--- config.mk ---
export PLATFORM = sky130hd
export DESIGN_NAME = uart_rx_fifo
export DESIGN_NICKNAME = d
export VERILOG_FILES = /design/src/rtl/uart_rx_fifo.sv
export SDC_FILE = /design/constraint.sdc
export NUM_CORES = 1
export LEC_CHECK = 0
export CELL_PAD_IN_SITES_DETAIL_PLACEMENT = 1
export CELL_PAD_IN_SITES_GLOBAL_PLACEMENT = 2
export CORE_UTILIZATION = 42
export DETAILED_ROUTE_END_ITERATION = 6
export DONT_BUFFER_PORTS = 1
export PLACE_DENSITY = 0.8
export SLEW_MARGIN = 20
export SYNTH_ARGS = -nofsm -noshare
export SYNTH_HDL_FRONTEND = slang
export SYNTH_SLANG_ARGS = --single-unit
--- constraint.sdc ---
create_clock -name clk -period 2.75 [get_ports clk]
set_clock_uncertainty 0.15 [all_clocks]
set_input_delay 0.55 -clock clk [delete_from_list [all_inputs] [get_ports clk]]
set_output_delay 0.55 -clock clk [all_outputs]
set_load 0.02 [all_outputs]
--- src/rtl/uart_rx_fifo.sv ---
// uart_rx_fifo: 16x oversampling UART receiver with majority-vote bit
// decisions, false-start rejection, framing/overrun flags and a byte FIFO.
//
// Ports:
//   clk       system clock, rising edge
//   rst       asynchronous active-high reset
//   RxD       serial line, idles high, asynchronous to clk
//   rd_en     pop the head byte (ignored while empty)
//   clr_err   clear the sticky frame_err / overrun flags
//   dout      head-of-FIFO byte, first-word fall-through (0 while empty)
//   empty     FIFO holds no bytes
//   full      FIFO holds DEPTH bytes
//   frame_err sticky: a stop bit was sampled low
//   overrun   sticky: a valid byte arrived while full
//   busy      a frame is being received
`timescale 1ns/1ps
module uart_rx_fifo #(
    parameter int CLK_FREQ = 25_000_000,
    parameter int BAUD     = 115200,
    parameter int DEPTH    = 8
) (
    input  logic       clk,
    input  logic       rst,
    input  logic       RxD,
    input  logic       rd_en,
    input  logic       clr_err,
    output logic [7:0] dout,
    output logic       empty,
    output logic       full,
    output logic       frame_err,
    output logic       overrun,
    output logic       busy
);

    localparam int DIV = CLK_FREQ / (BAUD * 16);
    localparam int CW  = (DIV > 1) ? $clog2(DIV) : 1;
    localparam int AW  = $clog2(DEPTH);

    if (DIV < 1) begin : g_bad_div
        $error("uart_rx_fifo: CLK_FREQ / (BAUD*16) must be at least 1");
    end

    typedef enum logic [2:0] {
        S_IDLE,
        S_START,
        S_DATA,
        S_STOP,
        S_BREAK
    } state_t;

    logic          rx_meta;
    logic          rxs;
    logic [CW-1:0] tcnt;
    logic          tick;
    logic          start_go;

    state_t        state;
    state_t        state_d;
    logic [3:0]    sc;
    logic [3:0]    sc_d;
    logic [2:0]    bitn;
    logic [2:0]    bitn_d;
    logic [7:0]    shreg;
    logic [7:0]    shreg_d;
    logic          s7;
    logic          s8;
    logic          maj;
    logic          push;
    logic          ferr_set;

    logic [7:0]    mem [DEPTH];
    logic [AW:0]   wr_ptr;
    logic [AW:0]   rd_ptr;
    logic          do_push;
    logic          do_pop;
    logic          ovr_set;

    // Two-flop synchronizer; both stages reset to the idle level.
    always_ff @(posedge clk or posedge rst) begin
        if (rst) begin
            rx_meta <= 1'b1;
            rxs     <= 1'b1;
        end else begin
            rx_meta <= RxD;
            rxs     <= rx_meta;
        end
    end

    // Free-running 16x tick; realigned to the start-detect tick.
    assign tick     = (tcnt == CW'(DIV - 1));
    assign start_go = (state == S_IDLE) && (state_d == S_START);

    always_ff @(posedge clk or posedge rst) begin
        if (rst) begin
            tcnt <= '0;
        end else if (tick || start_go) begin
            tcnt <= '0;
        end else begin
            tcnt <= tcnt + CW'(1);
        end
    end

    // Samples 7 and 8 are held; sample 9 is the live rxs at decision time.
    always_ff @(posedge clk or posedge rst) begin
        if (rst) begin
            s7 <= 1'b1;
            s8 <= 1'b1;
        end else if (tick && state != S_IDLE) begin
            if (sc == 4'd7) s7 <= rxs;
            if (sc == 4'd8) s8 <= rxs;
        end
    end

    assign maj = (s7 & s8) | (s7 & rxs) | (s8 & rxs);

    always_ff @(posedge clk or posedge rst) begin
        if (rst) begin
            state <= S_IDLE;
            sc    <= '0;
            bitn  <= '0;
            shreg <= '0;
        end else begin
            state <= state_d;
            sc    <= sc_d;
            bitn  <= bitn_d;
            shreg <= shreg_d;
        end
    end

    always_comb begin
        state_d  = state;
        sc_d     = sc;
        bitn_d   = bitn;
        shreg_d  = shreg;
        push     = 1'b0;
        ferr_set = 1'b0;
        if (tick) begin
            unique case (state)
                S_IDLE: begin
                    if (!rxs) begin
                        state_d = S_START;
                        sc_d    = '0;
                    end
                end
                S_START: begin
                    sc_d = sc + 4'd1;
                    if (sc == 4'd9 && maj) begin
                        state_d = S_IDLE;
                        sc_d    = '0;
                    end else if (sc == 4'd15) begin
                        state_d = S_DATA;
                        bitn_d  = '0;
                    end
                end
                S_DATA: begin
                    sc_d = sc + 4'd1;
                    if (sc == 4'd9) begin
                        shreg_d = {maj, shreg[7:1]};
                    end
                    if (sc == 4'd15) begin
                        bitn_d = bitn + 3'd1;
                        if (bitn == 3'd7) state_d = S_STOP;
                    end
                end
                S_STOP: begin
                    sc_d = sc + 4'd1;
                    if (sc == 4'd9) begin
                        sc_d = '0;
                        if (maj) begin
                            push    = 1'b1;
                            state_d = S_IDLE;
                        end else begin
                            ferr_set = 1'b1;
                            state_d  = S_BREAK;
                        end
                    end
                end
                S_BREAK: begin
                    if (rxs) state_d = S_IDLE;
                end
                default: state_d = S_IDLE;
            endcase
        end
    end

    assign busy = (state != S_IDLE);

    // FIFO: pointers carry one extra wrap bit to tell full from empty.
    assign empty   = (wr_ptr == rd_ptr);
    assign full    = (wr_ptr[AW] != rd_ptr[AW]) &&
                     (wr_ptr[AW-1:0] == rd_ptr[AW-1:0]);
    assign do_push = push && !full;
    assign ovr_set = push && full;
    assign do_pop  = rd_en && !empty;

    always_ff @(posedge clk) begin
        if (do_push) mem[wr_ptr[AW-1:0]] <= shreg;
    end

    always_ff @(posedge clk or posedge rst) begin
        if (rst) begin
            wr_ptr <= '0;
            rd_ptr <= '0;
        end else begin
            if (do_push) wr_ptr <= wr_ptr + 1'b1;
            if (do_pop)  rd_ptr <= rd_ptr + 1'b1;
        end
    end

    assign dout = empty ? 8'h00 : mem[rd_ptr[AW-1:0]];

    // Sticky flags: a set event wins over a same-cycle clear.
    always_ff @(posedge clk or posedge rst) begin
        if (rst) begin
            frame_err <= 1'b0;
            overrun   <= 1'b0;
        end else begin
            if (ferr_set)     frame_err <= 1'b1;
            else if (clr_err) frame_err <= 1'b0;
            if (ovr_set)      overrun   <= 1'b1;
            else if (clr_err) overrun   <= 1'b0;
        end
    end

endmodule
# After elaboration in Yosys (flattened, before gate mapping)
# Memory sizes are Yosys's and may differ from the RTL's.
# Cells that the tools add are included.
# word_totals
mem_bits_rw,64
memories,1
ff_bits,36
elab_cells,96
output_inout_bits,13
in_bits,5
# mem_list
name,depth,width,rd,rd_clocked_by_memory_dff,write_ports,line,source
mem,8,8,1,0,1,71,logic [7:0] mem [DEPTH];
# classes
eq_ne,18
bitwise_logic,5
add_sub_neg,5
mux,33
reduce_logical,21
# op_table
operator,n
$mux 3,12
$add 4x1->4 const B,4
$eq 4x4->1 const B,4
$mux 4,4
$pmux 4 s4,1
$pmux 3 s5,1
$mux 1,13
$mux 8,1
$ne 2x2->1 const B,4
$logic_and 1x1->1,7
$eq 3x1->1 const B,2
$eq 3x2->1 const B,2
$eq 3x3->1 const B,2
$pmux 3 s2,1
$reduce_and 3->1,2
$reduce_bool 2->1,3
$reduce_and 5->1,1
$eq 4x3->1 const B,1
$eq 4x4->1,1
$reduce_and 2->1,2
$reduce_bool 4->1,1
$add 3x1->3 const B,1
$and 1x1->1,3
$eq 3x3->1,1
6 further kinds,8

# Logic depth before layout (Yosys ltp)
# Gate-level depths: netlist of run 1.
# logic_depth
depth_word,11
depth_mapped,7
depth_no_buf,6

# Worst setup path after synthesis of run 1
# OpenSTA, ideal clock, no wires.
# synth_timing
kind,register -> register
from,register tcnt[0]
to,"memory mem[0][0], enable pin"
synth_period_minus_slack_ns,2.681
setup_slack_ns,0.069
path_stages_with_launch,8
required_time_ns,2.205
arrival_ns,2.136
setup_time_ns,0.395
n_path_buf,1
cell_sequence,dfrtp_1 > inv_1 > ha_1 > and4b_1 > buf_4 > and4_4 > nand2_4 > nor4_1
# synth_via
elab_chain_cells,5
# synth_lines
element,line,source
start: declaration,53,logic [CW-1:0] tcnt;
start signal: assignment,99,tcnt <= tcnt + CW'(1);
$eq 4x4->1,90,assign tick = (tcnt == CW'(DIV - 1));
$mux 1,137,if (tick) begin
$logic_and 1x1->1,192,assign do_push = push && !full;
$mux 1,197,if (do_push) mem[wr_ptr[AW-1:0]] <= shreg;
$mux 1 (implied by the code),197,
end: declaration,71,
# Every way passes these cells.

# Final worst setup path of run 1
# layout_timing
from,register wr_ptr[1]
to,output port dout[0]
# layout_via
elab_chain_cells,2
# layout_lines
element,line,source
start: declaration,72,logic [AW:0] wr_ptr;
start signal: assignment,205,if (do_push) wr_ptr <= wr_ptr + 1'b1;
$eq 4x4->1,189,assign empty = (wr_ptr == rd_ptr);
$mux 8,210,assign dout = empty ? 8'h00 : mem[rd_ptr[AW-1:0]];
end: declaration,27,"output logic [7:0] dout,"
# Every way passes these cells.

==> metrics.txt, run 1 <==
Final period util 95.5%; FF+latch count, synth 100; synthesized-area fraction occupied by and/or/nand/nor cells 8.19%; most frequent cells in the layout edfxtp_1, dfrtp_1, mux4_2; Multi-input gate area 1350 um2; worst path cell trace xnor2_1 -> and4b_1 -> buf_4 -> nor2_1; Root Buffer clkbuf_8; Post-Syn Area 4300 um2; adder-cell share of the synthesized area 2.88%; Placed Area 4520 um2; Slew Viols, Final 0; Worst Path Required 2.05 ns; LEAKAGE 1.64 nW; syn nets 286; Rel. slew slack 55.9%; setup TNS 0 ns; Yosys top cell by area edfxtp_1; vias in the first global route 2,447; Tmin final 2.63 ns; design area 4740 um2; synth top area cells edfxtp_1, dfrtp_1, mux4_2; CTS tree built; DRT iter0 DRCs 94; synth unique cells 51; delay of the slowest cell on the worst path 0.51 ns; total wire length 8480 um; share of layout cells above drive strength 1 20.1%; YS warnings 0; FP Rows 36; hpwl dp 5790 um; Final #Nets 302; commonest non-fill, non-tap cell in the layout edfxtp_1; worst-path fanout max 9; clock tree buffer depth 2; worst hold path type primary input to asynchronous set/reset pin; Top FF cell, synth edfxtp_1; # fillers 952; XOR/XNOR Fraction of Synth Area 2.24%; gr usage total 18.4%; Initial Util 43.5%; FF+latch area 2830 um2; core area 9860 um2; DR DRC count 0; IO Pins 18; EDFF count, synth 64; status finished, violations left; CTS H-tree depth 3; Routed Antenna Nets 0; final setup vio count 0; routed vias/inst 5.36; global-route wire length before repair 13,900 um; failing checks negative hold slack; # Max-Cap Violations 0; Clock transition at path regs 0.10 ns; initial antenna violation count 0; cell at the slowest stage of the critical path dfrtp_1; worst slew pin tran 0.662 ns; Final Hold Viols 3; share of synthesized area occupied by flip-flops and latches 65.8%; Mapped Avg Cell Area 15.8 um2; Crit Path Class flop to primary output; vias 2,284; GPL Wtd Cong 0.740; synthesis-to-finish area growth 10.4%; Yosys top cell area share 44.7%; die width 103 um; Async S/R FF share, synth 36.0%; pin count of the biggest net entering global routing 23; CTS buffer count 9; compound-gate portion of the synthesized area 4.52%; Worst VDD drop 0.307 mV; die height 103 um; first drt pass iteration count 4; clk sinks 100; multiplexer share of the synthesized area 13.5%; die area 10,600 um2; mean routed wirelength per cell 19.9 um; worst hold slack -0.00174 ns; largest family of logic cells by synthesized area multiplexers; ANT cells 0; Setup crit end kind primary output; CP Launch Type flop; fmax 0.381 GHz; Critical Path AT 1.93 ns; RSZ-0062 raised after global routing false; worst-skew pair later-pin latency 0.37 ns; pwr dens 683 nW/um2; port bufs 0; GRT overflow 0; Synth Instances 272
-- layout make-up --
type	instances	share of cell area, %
sequential	100	59.7
clock inverter	6	1.66
tap	133	3.51
timing repair buffer	16	2.93
inverter	15	1.19
clock buffer	10	2.69
multi-input combinational	146	28.4
-- worst paths after layout --
path	cells past startpoint	start	slack (ns)	endpoint
setup / recovery	4	wr_ptr[1]$_DFFE_PP0P_	0.12	dout[0]
hold / removal	1	rst	-0.002	state[2]$_DFF_PP0_
setup reg to reg	6	tcnt[0]$_DFF_PP0_	0.53	mem[7][4]$_DFFE_PP_
hold reg to reg	0	rx_meta$_DFF_PP1_	0.22	rxs$_DFF_PP1_
max in group asynchronous	2	rst	1.88	rd_ptr[0]$_DFFE_PP0P_
min in group clk	1	clr_err	0.12	frame_err$_DFFE_PP0P_
-- report_power, final --
group | switching (mW) | total [mW] | internal [mW]
Sequential | 0.0431 | 1.67 | 1.62
Combinational | 0.340 | 0.583 | 0.243
Clock | 0.545 | 0.988 | 0.442
Total | 0.929 | 3.24 | 2.31
-- critical path, delay by kind of cell, from the launching register on --
| family | cells | cell delay (ns) |
|---|---|---|
| flops | 1 | 0.51 |
| xor+xnor | 1 | 0.19 |
| buf+inv | 1 | 0.23 |
| simple gates | 2 | 0.63 |
-- registers in the layout, summed over array words and instances (netlist names) --
signal / flops
s8: 1
overrun: 1
sc: 4
frame_err: 1
bitn: 3
rx_meta: 1
s7: 1
shreg: 8
wr_ptr: 4
rxs: 1
tcnt: 4
rd_ptr: 4
mem: 64
state: 3
-- cell usage after synthesis, types with 2 or more instances --
cell / number
edfxtp_1: 64
dfrtp_1: 32
mux4_2: 16
inv_1: 15
nor2_1: 15
mux2_1: 10
ha_1: 9
nand2_1: 9
xnor2_1: 9
mux2i_1: 8
nand3_1: 8
o21ai_0: 7
a21oi_1: 6
nand2b_1: 5
nor3_1: 5
and3_1: 4
dfstp_2: 4
a22o_1: 3
buf_4: 3
clkbuf_2: 3
a31oi_1: 2
and2_1: 2
and4b_1: 2
buf_2: 2
nor4_1: 2
xor2_1: 2
-- metal layers --
metal  global-route usage (%)  up-vias  wire length [um]  share of wire (%)
li1                         -     1058                 -                  -
met4                     6.18        0                91                1.1
met5                        0        -                 0                  0
met3                     4.61        8               324                3.8
met2                     29.2       32              4090                 48
met1                     25.0     1186              3970                 47
-- logic make-up (layout without fill, tap and decap cells) --
group                      Yosys count  count (layout)
AOI/OAI and AO/OA                   26              26
xor gates and xnor gates            11              11
adders and majority gates           10              10
buffers and inverters               26              47
DFF                                100             100
muxes                               36              36
and+or+nand+nor                     63              63
-- stage by stage --
stage          power [mW]  std cells  util [%]  hold WS (ns)  worst slack (ns)
6_report             3.24        426      48.1      -0.00174             0.123
5_1_grt              3.38        426      48.1        0.0250           0.00433
4_1_cts              3.27        426      48.0       0.00702            0.0351
3_5_place_dp         2.28        409      45.8         0.202             0.476
3_3_place_gp         2.27        409      45.8         0.197             0.472
2_1_floorplan        2.16        272         -         0.195            0.0691
-- what timing repair did --
action                                  CTS  global route
gates resized for setup                   0             2
endpoints found under the setup margin    0             1
hold buffers                              1             0
buffers inserted                          0             0
hold endpoints to repair                  1             0
Power figures use the tool's default switching activity.
==> run 2: changes to the inputs <==
--- a/config.mk
+++ b/config.mk
@@ -8,6 +8,7 @@
 export CELL_PAD_IN_SITES_DETAIL_PLACEMENT = 1
 export CELL_PAD_IN_SITES_GLOBAL_PLACEMENT = 2
 export CORE_UTILIZATION = 42
+export CTS_CLUSTER_DIAMETER = 30
 export DETAILED_ROUTE_END_ITERATION = 6
 export DONT_BUFFER_PORTS = 1
 export PLACE_DENSITY = 0.8
==> results of run 2 <==
Same layout as run 1: the final DEF is identical, and so are final timing and power.
==> run 3: changes to the inputs <==
--- a/config.mk
+++ b/config.mk
@@ -7,11 +7,12 @@
 export LEC_CHECK = 0
 export CELL_PAD_IN_SITES_DETAIL_PLACEMENT = 1
 export CELL_PAD_IN_SITES_GLOBAL_PLACEMENT = 2
-export CORE_UTILIZATION = 42
+export CORE_UTILIZATION = 44
+export CTS_BUF_LIST = sky130_fd_sc_hd__clkbuf_8
 export CTS_CLUSTER_DIAMETER = 30
 export DETAILED_ROUTE_END_ITERATION = 6
 export DONT_BUFFER_PORTS = 1
-export PLACE_DENSITY = 0.8
+export PLACE_DENSITY = 0.83
 export SLEW_MARGIN = 20
 export SYNTH_ARGS = -nofsm -noshare
 export SYNTH_HDL_FRONTEND = slang
==> run 3 against run 2 <==
Effect of this change:
- clock-buffer cell count is 1 lower
- final cell count is 1.2% lower
- combinational power is 3.9% lower
- first-iteration DRC count is 1.1% higher
- sequential share of layout area is 0.23 points higher
- critical path depth stayed put
- final area is 0.42% lower
- the flow now finishes without violations
- clock power is 0.4% lower
- flip-flop and latch count stayed put
- setup slack better by 0.0033 ns
==> metrics.txt, run 3 (synthesized netlist as in run 1, its figures left out) <==
status complete, no violations; met2 WL post-DR 4090 um (about the same); Final #Nets 301 (-0.33%); CTS H-tree depth 3 (unchanged); R2R setup slack 0.48 ns (-0.05 ns); LEAKAGE 1.63 nW (-0.32%); cell family with most CP delay multiplexers; final setup vio count 0 (unchanged); worst reg2reg startpoint tcnt[0]$_DFF_PP0_; sequential share of power 51.8% (+0.3 points); worst path cell trace buf_4 -> mux4_2 -> mux2i_1 -> nor2_1; pin count of the biggest net entering global routing 37 (+61%); Worst Path Required 2.05 ns (about the same); number of post-CTS setup repair buffers 0 (unchanged); DR DRC count 0 (unchanged); CP Buf/Inv Count 1 (unchanged); delay of the slowest cell on the worst path 0.56 ns (+0.05 ns); Clock transition at path regs 0.11 ns (about the same); Rel. slew slack 67.8% (+12 points); first drt pass iteration count 4 (unchanged); Post-Route M1 WL 3430 um (-14%); worst slew pin tran 0.484 ns (-0.178 ns); DRT iter0 DRCs 95 (+1.1%); mean routed wirelength per cell 18.6 um (-6.3%); switching portion of total power 28.3% (-0.40 points); die width 101 um (-2.3%); power share of the clock group 30.7% (+0.2 points); # Max-Cap Violations 0 (unchanged); Initial Util 46.0% (+2.5 points); FP Rows 35 (-2.8%); pwr dens 679 nW/um2 (-0.62%); setup TNS 0 ns (unchanged); Net Switching 0.906 mW (-2.4%); ANT cells 0 (unchanged); max reg flops 64 (unchanged); internal power 2.30 mW (-0.49%); CTS tree built; Crit Path Class flop to primary output; initial antenna violation count 0 (unchanged); GPL Wtd Cong 0.778 (+5.1%); hpwl dp 5550 um (-4.1%); die area 10,200 um2 (-4.5%); worst setup path start rd_ptr[0]$_DFFE_PP0P_; Highest Signal Layer met4; port bufs 0 (unchanged); Comb pwr share 17.5% (-0.5 points); share of layout cells above drive strength 1 19.9% (-0.27 points); Critical Path AT 1.92 ns (about the same); worst hold slack 0.0196 ns (+0.0213 ns); clock tree buffer depth 2 (unchanged); most frequent cells in the layout edfxtp_1, dfrtp_1, mux4_2; Setup crit end kind primary output; clk sinks 100 (unchanged); worst-path fanout max 11 (+2); cell at the slowest stage of the critical path mux4_2; Slew Viols, Final 0 (unchanged); commonest non-fill, non-tap cell in the layout edfxtp_1; IO Pins 18 (unchanged); Routed Antenna Nets 0 (unchanged); core area 9330 um2 (-5.4%); # fillers 905 (-4.9%); total wire length 7850 um (-7.4%); die height 101 um (-2.3%); vias in the first global route 2,415 (-1.3%); synthesis-to-finish area growth 9.93%; CP Launch Type flop; worst-skew pair later-pin latency 0.36 ns (about the same); worst hold path type primary input to asynchronous set/reset pin; RSZ-0062 raised after global routing false; global-route wire length before repair 13,000 um (-6.4%); Root Buffer clkbuf_8; Worst VDD drop 0.293 mV (-4.7%); routed length on met3 222 um (-31%); vias 2,276 (-0.35%); routed vias/inst 5.41 (+0.83%); fmax 0.381 GHz (+0.13%); Final period util 95.4% (-0.12 points); gr usage total 17.3% (-1.1 points); Tmin final 2.62 ns (-0.00328 ns); GRT overflow 0 (unchanged); CTS buffer count 9 (unchanged); Final Hold Viols 0 (-3)
==> run 3: cell count changes in the layout (fill, tap and decap cells not counted), sizes merged <==
cell,delta
clkinv,+2
inv,-1
buf,-1
clkbuf,-1
==> run 3: per-stage QoR <==
stage	area, um2	total power, mW	std cells	util (%)	setup WS, ns
6_report	4720	3.20	421	50.6	0.126
5_1_grt	4720	3.35	421	50.6	0.00852
4_1_cts	4710	3.25	420	50.5	0.0842
3_5_place_dp	4500	2.27	404	48.2	0.494
2_1_floorplan	4300	2.16	272	-	0.0691
3_3_place_gp	4500	2.25	404	48.2	0.578
==> run 3: path summary, 6_finish.rpt <==
check,end,cells past startpoint
max,dout[1],4
min,rd_ptr[2]$_DFFE_PP0P_,2
max reg2reg,mem[2][3]$_DFFE_PP_,7
min reg2reg,rxs$_DFF_PP1_,0
max in group asynchronous,s8$_DFFE_PP1P_,2
min in group clk,frame_err$_DFFE_PP0P_,1
==> run 3: routing by layer <==
metal / vias up / track usage (%)
li1: 1055 / -
met1: 1175 / 22.3
met2: 38 / 29.7
met3: 8 / 3.19
met4: 0 / 6.02
met5: - / 0
==> run 3: final cells by class <==
class,count,area (um2),share of cell area [%]
Inverter,15,56.3,1.19
Sequential cell,100,2830,59.9
Timing Repair Buffer,15,115,2.44
Multi-Input combinational cell,146,1350,28.5
Clock inverter,7,92.6,1.96
Tap cell,129,161,3.42
Clock buffer,9,124,2.62
==> run 3: power groups by stage <==
stage	Clock (mW)	Combinational, mW	Sequential (mW)
global placement	0	0.562	1.69
global route	1.07	0.609	1.67
floorplan	0	0.478	1.68
CTS	1.02	0.576	1.66
finish	0.984	0.560	1.66
detailed placement	0	0.572	1.70
==> run 3: repair_timing <==
| action | CTS | global route |
|---|---|---|
| endpoints found under the hold margin | 0 | 1 |
| hold buffers | 0 | 1 |
| gates resized for setup | 0 | 0 |
